==> src/rtl/ml_layer_sequencer_if.sv <==
// Control, RAM-read and output-write bundle between the layer sequencer and the ML register block.
// Latency: none; wires only. RAM read data is expected one cycle after rd_en.
// Backpressure: none; the register block must accept every out_we and answer every rd_en.
interface ml_layer_sequencer_if #(
  parameter int pINPUTCNT   = 4,
  parameter int pOUTPUTCNT  = 4,
  parameter int pWEIGHTCNT  = 16,
  parameter int pDATA_WIDTH = 8
);
  localparam int W_AW = (pWEIGHTCNT > 1) ? $clog2(pWEIGHTCNT) : 1;
  localparam int I_AW = (pINPUTCNT  > 1) ? $clog2(pINPUTCNT)  : 1;
  localparam int O_AW = (pOUTPUTCNT > 1) ? $clog2(pOUTPUTCNT) : 1;

  // control / status
  logic start;
  logic abort;
  logic relu_en;
  logic busy;
  logic done;
  logic sat_flag;
  logic tio_trigger;

  // synchronous-read RAM port (shared strobe)
  logic                          rd_en;
  logic [W_AW-1:0]               w_addr;
  logic [I_AW-1:0]               in_addr;
  logic [O_AW-1:0]               b_addr;
  logic signed [pDATA_WIDTH-1:0] w_data;
  logic signed [pDATA_WIDTH-1:0] in_data;
  logic signed [pDATA_WIDTH-1:0] b_data;

  // output storage write port
  logic                          out_we;
  logic [O_AW-1:0]               out_addr;
  logic signed [pDATA_WIDTH-1:0] out_data;

  // sequencer side
  modport master (
    input  start, abort, relu_en, w_data, in_data, b_data,
    output busy, done, sat_flag, tio_trigger, rd_en, w_addr, in_addr, b_addr,
           out_we, out_addr, out_data
  );

  // register block side
  modport slave (
    output start, abort, relu_en, w_data, in_data, b_data,
    input  busy, done, sat_flag, tio_trigger, rd_en, w_addr, in_addr, b_addr,
           out_we, out_addr, out_data
  );
endinterface

==> src/rtl/ml_layer_sequencer.sv <==
// Sequences one fully-connected layer: out[j] = act(bias[j] + sum_i w[j*N+i]*in[i]), one MAC per cycle.
// Latency: neuron j written at T0+1+j*(N+2)+(N+1), done at T0+1+M*(N+2) after start is accepted at edge T0.
// Backpressure: none; RAMs answer one cycle after rd_en, output storage takes every out_we; abort stops at once.
module ml_layer_sequencer #(
  parameter int pINPUTCNT   = 4,
  parameter int pOUTPUTCNT  = 4,
  parameter int pWEIGHTCNT  = 16,
  parameter int pDATA_WIDTH = 8,
  parameter int pACC_WIDTH  = 24,
  parameter int pSHIFT      = 0
) (
  input logic               usb_clk,
  input logic               resetn,
  ml_layer_sequencer_if.master bus
);

  localparam int W_AW = (pWEIGHTCNT > 1) ? $clog2(pWEIGHTCNT) : 1;
  localparam int I_AW = (pINPUTCNT  > 1) ? $clog2(pINPUTCNT)  : 1;
  localparam int O_AW = (pOUTPUTCNT > 1) ? $clog2(pOUTPUTCNT) : 1;
  localparam int P_W  = 2 * pDATA_WIDTH;
  localparam int MAXI = (1 <<< (pDATA_WIDTH - 1)) - 1;
  localparam int MINI = -(1 <<< (pDATA_WIDTH - 1));

  typedef enum logic [2:0] {
    S_IDLE,
    S_ISSUE,
    S_DRAIN,
    S_WRITE,
    S_DONE
  } state_t;

  state_t r_state;
  state_t w_next;

  logic [I_AW-1:0] r_i;
  logic [O_AW-1:0] r_j;
  logic [W_AW-1:0] r_waddr;       // running j*N+i, avoids a multiplier
  logic            r_relu;
  logic            r_sat;
  logic            r_rd_d;        // read data is valid this cycle
  logic            r_first_d;     // ... and it is the first beat of a neuron
  logic signed [pACC_WIDTH-1:0] r_acc;

  logic w_accept;
  logic w_last_i;
  logic w_last_j;
  logic w_in_issue;
  logic w_in_write;
  logic w_busy;

  logic signed [P_W-1:0]         w_prod;
  logic signed [pACC_WIDTH-1:0]  w_prod_ext;
  logic signed [pACC_WIDTH-1:0]  w_bias_ext;
  logic signed [pACC_WIDTH-1:0]  w_sum;
  logic signed [pACC_WIDTH-1:0]  w_shifted;
  logic signed [pACC_WIDTH-1:0]  w_hi;
  logic signed [pACC_WIDTH-1:0]  w_lo;
  logic signed [pDATA_WIDTH-1:0] w_result;
  logic                          w_clamped;

  assign w_accept   = (r_state == S_IDLE) && bus.start && !bus.abort;
  assign w_last_i   = (r_i == I_AW'(pINPUTCNT - 1));
  assign w_last_j   = (r_j == O_AW'(pOUTPUTCNT - 1));
  assign w_in_issue = (r_state == S_ISSUE);
  assign w_in_write = (r_state == S_WRITE);
  assign w_busy     = (r_state == S_ISSUE) || (r_state == S_DRAIN) || (r_state == S_WRITE);

  // Full-precision product and sign-extended operands for the accumulator.
  assign w_prod     = P_W'(bus.w_data) * P_W'(bus.in_data);
  assign w_prod_ext = pACC_WIDTH'(w_prod);
  assign w_bias_ext = pACC_WIDTH'(bus.b_data);
  assign w_sum      = (r_first_d ? w_bias_ext : r_acc) + w_prod_ext;

  // Scale and clamp bounds; ReLU simply raises the lower bound to zero.
  assign w_shifted = r_acc >>> pSHIFT;
  assign w_hi      = pACC_WIDTH'(MAXI);
  assign w_lo      = r_relu ? '0 : pACC_WIDTH'(MINI);

  // Saturate the scaled accumulator into the output width and flag any change.
  always_comb begin
    w_result  = w_shifted[pDATA_WIDTH-1:0];
    w_clamped = 1'b0;
    if (w_shifted > w_hi) begin
      w_result  = pDATA_WIDTH'(MAXI);
      w_clamped = 1'b1;
    end else if (w_shifted < w_lo) begin
      w_result  = r_relu ? '0 : pDATA_WIDTH'(MINI);
      w_clamped = 1'b1;
    end
  end

  // State register.
  always_ff @(posedge usb_clk) begin
    if (!resetn) begin
      r_state <= S_IDLE;
    end else begin
      r_state <= w_next;
    end
  end

  // Next-state and Moore outputs; abort from any active state lands in IDLE next cycle.
  always_comb begin
    w_next          = r_state;
    bus.busy        = w_busy;
    bus.tio_trigger = w_busy;
    bus.sat_flag    = r_sat;
    bus.rd_en       = 1'b0;
    bus.w_addr      = '0;
    bus.in_addr     = '0;
    bus.b_addr      = '0;
    bus.out_we      = 1'b0;
    bus.out_addr    = '0;
    bus.out_data    = '0;
    bus.done        = 1'b0;
    case (r_state)
      S_IDLE: begin
        if (w_accept) w_next = S_ISSUE;
      end
      S_ISSUE: begin
        bus.rd_en   = 1'b1;
        bus.w_addr  = r_waddr;
        bus.in_addr = r_i;
        bus.b_addr  = r_j;
        if (bus.abort)     w_next = S_IDLE;
        else if (w_last_i) w_next = S_DRAIN;
      end
      S_DRAIN: begin
        w_next = bus.abort ? S_IDLE : S_WRITE;
      end
      S_WRITE: begin
        // gated by resetn so a reset landing on a write cycle never commits it
        bus.out_we   = resetn;
        bus.out_addr = r_j;
        bus.out_data = w_result;
        if (bus.abort)     w_next = S_IDLE;
        else if (w_last_j) w_next = S_DONE;
        else               w_next = S_ISSUE;
      end
      S_DONE: begin
        bus.done = resetn;
        w_next   = S_IDLE;
      end
      default: w_next = S_IDLE;
    endcase
  end

  // Counters, read pipeline, accumulator and sticky saturation flag.
  always_ff @(posedge usb_clk) begin
    if (!resetn) begin
      r_i       <= '0;
      r_j       <= '0;
      r_waddr   <= '0;
      r_relu    <= 1'b0;
      r_sat     <= 1'b0;
      r_rd_d    <= 1'b0;
      r_first_d <= 1'b0;
      r_acc     <= '0;
    end else begin
      // a read issued in the abort cycle is dropped so it cannot touch the accumulator
      r_rd_d    <= w_in_issue && !bus.abort;
      r_first_d <= w_in_issue && (r_i == '0);
      if (r_rd_d) begin
        r_acc <= w_sum;
      end
      if (w_accept) begin
        r_relu  <= bus.relu_en;
        r_sat   <= 1'b0;
        r_i     <= '0;
        r_j     <= '0;
        r_waddr <= '0;
      end
      if (w_in_issue) begin
        r_i     <= w_last_i ? '0 : r_i + 1'b1;
        r_waddr <= r_waddr + 1'b1;
      end
      if (w_in_write) begin
        if (w_clamped) r_sat <= 1'b1;
        if (!w_last_j) r_j <= r_j + 1'b1;
      end
    end
  end

endmodule

==> src/flat_wrapper.sv <==
// flat-port wrapper written by rule: the top's interface ports become plain ports
module ml_layer_sequencer_flat 
#(
  parameter int pINPUTCNT   = 4,
  parameter int pOUTPUTCNT  = 4,
  parameter int pWEIGHTCNT  = 16,
  parameter int pDATA_WIDTH = 8,
  parameter int pACC_WIDTH  = 24,
  parameter int pSHIFT      = 0
)
  (usb_clk, resetn, bus_start, bus_abort, bus_relu_en, bus_w_data, bus_in_data, bus_b_data, bus_busy, bus_done, bus_sat_flag, bus_tio_trigger, bus_rd_en, bus_w_addr, bus_in_addr, bus_b_addr, bus_out_we, bus_out_addr, bus_out_data);
  ml_layer_sequencer_if #(.pINPUTCNT(pINPUTCNT), .pOUTPUTCNT(pOUTPUTCNT), .pWEIGHTCNT(pWEIGHTCNT), .pDATA_WIDTH(pDATA_WIDTH)) bus_i ();
  input logic usb_clk;
  input logic resetn;
  input wire logic [$bits(bus_i.start)-1:0] bus_start;
  input wire logic [$bits(bus_i.abort)-1:0] bus_abort;
  input wire logic [$bits(bus_i.relu_en)-1:0] bus_relu_en;
  input wire logic [$bits(bus_i.w_data)-1:0] bus_w_data;
  input wire logic [$bits(bus_i.in_data)-1:0] bus_in_data;
  input wire logic [$bits(bus_i.b_data)-1:0] bus_b_data;
  output wire logic [$bits(bus_i.busy)-1:0] bus_busy;
  output wire logic [$bits(bus_i.done)-1:0] bus_done;
  output wire logic [$bits(bus_i.sat_flag)-1:0] bus_sat_flag;
  output wire logic [$bits(bus_i.tio_trigger)-1:0] bus_tio_trigger;
  output wire logic [$bits(bus_i.rd_en)-1:0] bus_rd_en;
  output wire logic [$bits(bus_i.w_addr)-1:0] bus_w_addr;
  output wire logic [$bits(bus_i.in_addr)-1:0] bus_in_addr;
  output wire logic [$bits(bus_i.b_addr)-1:0] bus_b_addr;
  output wire logic [$bits(bus_i.out_we)-1:0] bus_out_we;
  output wire logic [$bits(bus_i.out_addr)-1:0] bus_out_addr;
  output wire logic [$bits(bus_i.out_data)-1:0] bus_out_data;
  assign bus_i.start = bus_start;
  assign bus_i.abort = bus_abort;
  assign bus_i.relu_en = bus_relu_en;
  assign bus_i.w_data = bus_w_data;
  assign bus_i.in_data = bus_in_data;
  assign bus_i.b_data = bus_b_data;
  assign bus_busy = bus_i.busy;
  assign bus_done = bus_i.done;
  assign bus_sat_flag = bus_i.sat_flag;
  assign bus_tio_trigger = bus_i.tio_trigger;
  assign bus_rd_en = bus_i.rd_en;
  assign bus_w_addr = bus_i.w_addr;
  assign bus_in_addr = bus_i.in_addr;
  assign bus_b_addr = bus_i.b_addr;
  assign bus_out_we = bus_i.out_we;
  assign bus_out_addr = bus_i.out_addr;
  assign bus_out_data = bus_i.out_data;
  ml_layer_sequencer #(.pINPUTCNT(pINPUTCNT), .pOUTPUTCNT(pOUTPUTCNT), .pWEIGHTCNT(pWEIGHTCNT), .pDATA_WIDTH(pDATA_WIDTH), .pACC_WIDTH(pACC_WIDTH), .pSHIFT(pSHIFT)) u_core (.usb_clk(usb_clk), .resetn(resetn), .bus(bus_i));
endmodule
==> config.mk <==
export PLATFORM = sky130hd
export DESIGN_NAME = ml_layer_sequencer_flat
export DESIGN_NICKNAME = d
export VERILOG_FILES = /design/src/rtl/ml_layer_sequencer_if.sv /design/src/rtl/ml_layer_sequencer.sv /design/src/flat_wrapper.sv
export SDC_FILE = /design/constraint.sdc
export NUM_CORES = 1
export LEC_CHECK = 0
export ABC_AREA = 0
export BUFFER_PORTS_ARGS = -buffer_cell sky130_fd_sc_hd__buf_2
export CAP_MARGIN = 20
export CORE_MARGIN = 3
export CORE_UTILIZATION = 35
export DETAILED_ROUTE_END_ITERATION = 10
export PLACE_DENSITY = 0.52
export SLEW_MARGIN = 20
export SYNTH_ARGS = -nofsm -noshare
export SYNTH_HDL_FRONTEND = slang
export SYNTH_SLANG_ARGS = --single-unit
==> constraint.sdc <==
create_clock -name usb_clk -period 6.3 [get_ports usb_clk]
set_clock_uncertainty 0.05 [all_clocks]
set_input_delay 0 -clock usb_clk [delete_from_list [all_inputs] [get_ports usb_clk]]
set_output_delay 0 -clock usb_clk [all_outputs]
set_load 0.05 [all_outputs]
==> reports/qor.yml <==
route:
  met1_length_um: 7970
  wl_met2_um: 7010
  avgViaCountPerCell: 5.01
  top_layer: "met4"
  dr.first_iter.drc_count: 173
  wl_per_cell_um: 15.7
  drc: 0
  num_vias: 4975
  first_pass_iters: 4
  wl_met3_um: 392
  ant_nets: 0
  wirelength_um: 15600
clock_tree:
  post-cts-setup-buffers: 0
  cts.clk_slew.worst_paths_ps: 60
  clock-sinks: 39
  clk_latency_ps: 290
  cts_buffers: 5
  cts_root_buf: "clkbuf_16"
  tritoncts: "done"
  cts.path.max_buffers: 2
  cts_resized: 0
  cts-htree-levels: 2
  holdBufCountCts: 1
final_layout:
  final_cells: 994
  fin_area_um2: 7270
  diodes: 0
  areaGrowthSynthToFinish_pct: 9.60
  drive_gt1_share_pct: 9.93
  nets: 971
setup_path:
  r2r_cells: 17
  path_max_fanout: 16
  required_ps: 6430
  cp_data_arrival_time_ps: 5600
  endpoint_kind: "flip-flop"
  critPathLaunchType: "flip-flop"
  path_class: "flip-flop to flip-flop"
synthesis:
  ys_async_sr_fraction_pct: 0
  netlist_area_um2: 6630
  synth_area_leaders: "fa_1 (31%), ha_1 (14%), dfxtp_1 (12%)"
  postSynthAreaPerCell_um2: 9.17
  synth_cells: 723
  synth-simple-area-share_pct: 15.8
  yosysTopAreaCell: "fa_1"
  synth_cell_types: 62
  synth_top_cell_area_share_pct: 31.4
  seq_area_frac_synth_pct: 11.8
  ys_seq_elements: 39
  synth-compound-area-share_pct: 12.5
  synth_ff_type: "dfxtp_1"
  synth_top_family_by_area: "adder cells"
  synth.mux.area_fraction_pct: 3.53
  synth_nets: 930
  synth_xor_area_share_pct: 2.94
  synth-warning-count: 0
  synth-edff-count: 0
  synth-adder-area-share_pct: 45.3
placed_design:
  io_buffers: 52
  dpl.cell_count: 984
  dp_slack_ps: 835
  dpl_cell_area_um2: 7090
  place.gp.congestion: 0.852
  dp_hpwl_um: 13400
worst_hold_path:
  hold_path.class: "input port to flip-flop"
  min_path_cells: 3
timing:
  fin_ws_ps: 827
  layout_min_cycle_time_ps: 5470
  hold_viol_final: 0
  finalCritPeriodShare_pct: 86.9
  maxSlewHeadroom_pct: 51.4
  maxSlewViolCount: 0
  rsz0062_at_grt: "false"
  max_freq_mhz: 183
  worst_pin_slew_ps: 726
  tns_ps: 0
  setup_viol: 0
flow_run:
  max_cap_violations: 0
global_route:
  grt_pass1_vias: 5257
  gr-usage-all-layers_pct: 16.2
  grt_pass1_wl_um: 27200
  overflow: 0
  antenna_found_initial: 0
  grt_max_degree: 39
floorplan:
  initial_core_util_pct: 36.3
  pin_count: 53
  row_count: 49
  die_width_um: 144
  die_area_um2: 20600
  die_h_um: 144
  core_area_um2: 18300
power_and_ir_drop:
  p_switching_mw: 1.84
  clockPowerShare_pct: 7.6
  p_comb_share_pct: 83.5
  ir_drop_mv: 0.215
  p_leak_nw: 3.65
  power.density_nw_per_um2: 479
  p_sw_share_pct: 52.7
  p_seq_share_pct: 8.9
  internal_power_mw: 1.65
outcome:
  outcome: "finished, final reports clean"
cell type report:
type,count,area (µm²)
Tap cell,229,287
Clock inverter,2,16.3
Multi-Input combinational cell,545,5310
Fill cell,1847,11000
Timing Repair Buffer,56,300
Sequential cell,39,781
Inverter,117,439
Clock buffer,6,139
layer usage:
layer	track usage, %	vias up
li1	-	2455
met1	24.3	2429
met2	25.6	78
met3	1.33	13
met4	3.77	0
met5	0	-
synth_stat cells (2+ instances only):
cell	number
fa_1	104
a211o_1	2
xor2_1	3
buf_6	2
nand3_1	7
nor4_1	7
inv_1	115
a21boi_1	3
o2111ai_1	2
o21ai_0	15
o21bai_1	7
a32oi_1	2
ha_1	74
buf_2	3
nand2_1	55
mux2_2	2
a21boi_0	3
nand2b_1	9
nor2_1	29
a21o_1	9
a211oi_1	6
buf_1	2
nand4_1	6
dfxtp_1	39
a31oi_1	3
a21oi_1	33
nor2b_1	15
o22ai_1	3
mux2i_1	20
and2_1	48
xnor2_2	3
and3_1	6
nand3b_1	4
o21a_1	6
clkbuf_1	14
o21ai_1	15
o211ai_1	2
xnor2_1	11
nor3_1	11
worst paths after layout:
kind | slack, ps | startpoint | endpoint
max | 830 | u_core.r_first_d | u_core.r_acc[23]
min reg2reg | 420 | u_core.r_waddr[3] | u_core.r_waddr[3]
min | 30 | bus_abort | u_core.r_rd_d
max reg2reg | 830 | u_core.r_first_d | u_core.r_acc[23]
flip-flops by register name, summed over array words and instances (netlist names):
register,flops
u_core.bus.sat_flag,1
u_core.r_acc,24
u_core.r_first_d,1
u_core.r_i,2
u_core.r_j,2
u_core.r_rd_d,1
u_core.r_relu,1
u_core.r_state,3
u_core.r_waddr,4
cells by family after synthesis:
family	Yosys count
and+or+nand+nor	202
adders and majority gates	178
buffers and inverters	139
AOI/OAI and AO/OA	124
DFF	39
muxes	23
xor gates and xnor gates	18
worst max-delay path: stages (launching register included):
cell and delay (ps):
dfxtp_1 610, and2_1 520, a21oi_1 120, fa_1 510, inv_1 50, fa_1 470
fa_1 500, inv_1 60, fa_1 530, inv_1 50, ha_1 290, ha_1 410
nand4_1 170, nor4_1 290, a22o_1 230, o22ai_1 100, and3_2 180, a211o_1 220
cell usage in the layout, fill, tap and decap left out, types with 20 or more instances in the layout:
| master | instances |
|---|---|
| nand2_1 | 55 |
| fa_1 | 104 |
| inv_1 | 115 |
| buf_2 | 52 |
| a21oi_1 | 33 |
| nor2_1 | 29 |
| mux2i_1 | 20 |
| dfxtp_1 | 39 |
| and2_1 | 48 |
| ha_1 | 74 |
power groups by stage:
stage	clock network, mW	logic [mW]	registers, mW
6_report	0.265	2.91	0.310
5_1_grt	0.285	3.29	0.314
4_1_cts	0.273	2.92	0.310
3_5_place_dp	0	2.89	0.316
3_3_place_gp	0	2.93	0.317
2_1_floorplan	0	2.25	0.294
per-stage QoR:
step | hold WS, ps | util, % | total power, mW
after floorplan | 116 | - | 2.54
after global placement | 213 | 38.8 | 3.25
after detailed placement | 212 | 38.8 | 3.21
after CTS | 28.9 | 39.7 | 3.51
after global routing | 52.8 | 39.8 | 3.89
final | 27.3 | 39.8 | 3.48
Note: power is estimated with default switching activity, not from simulation.
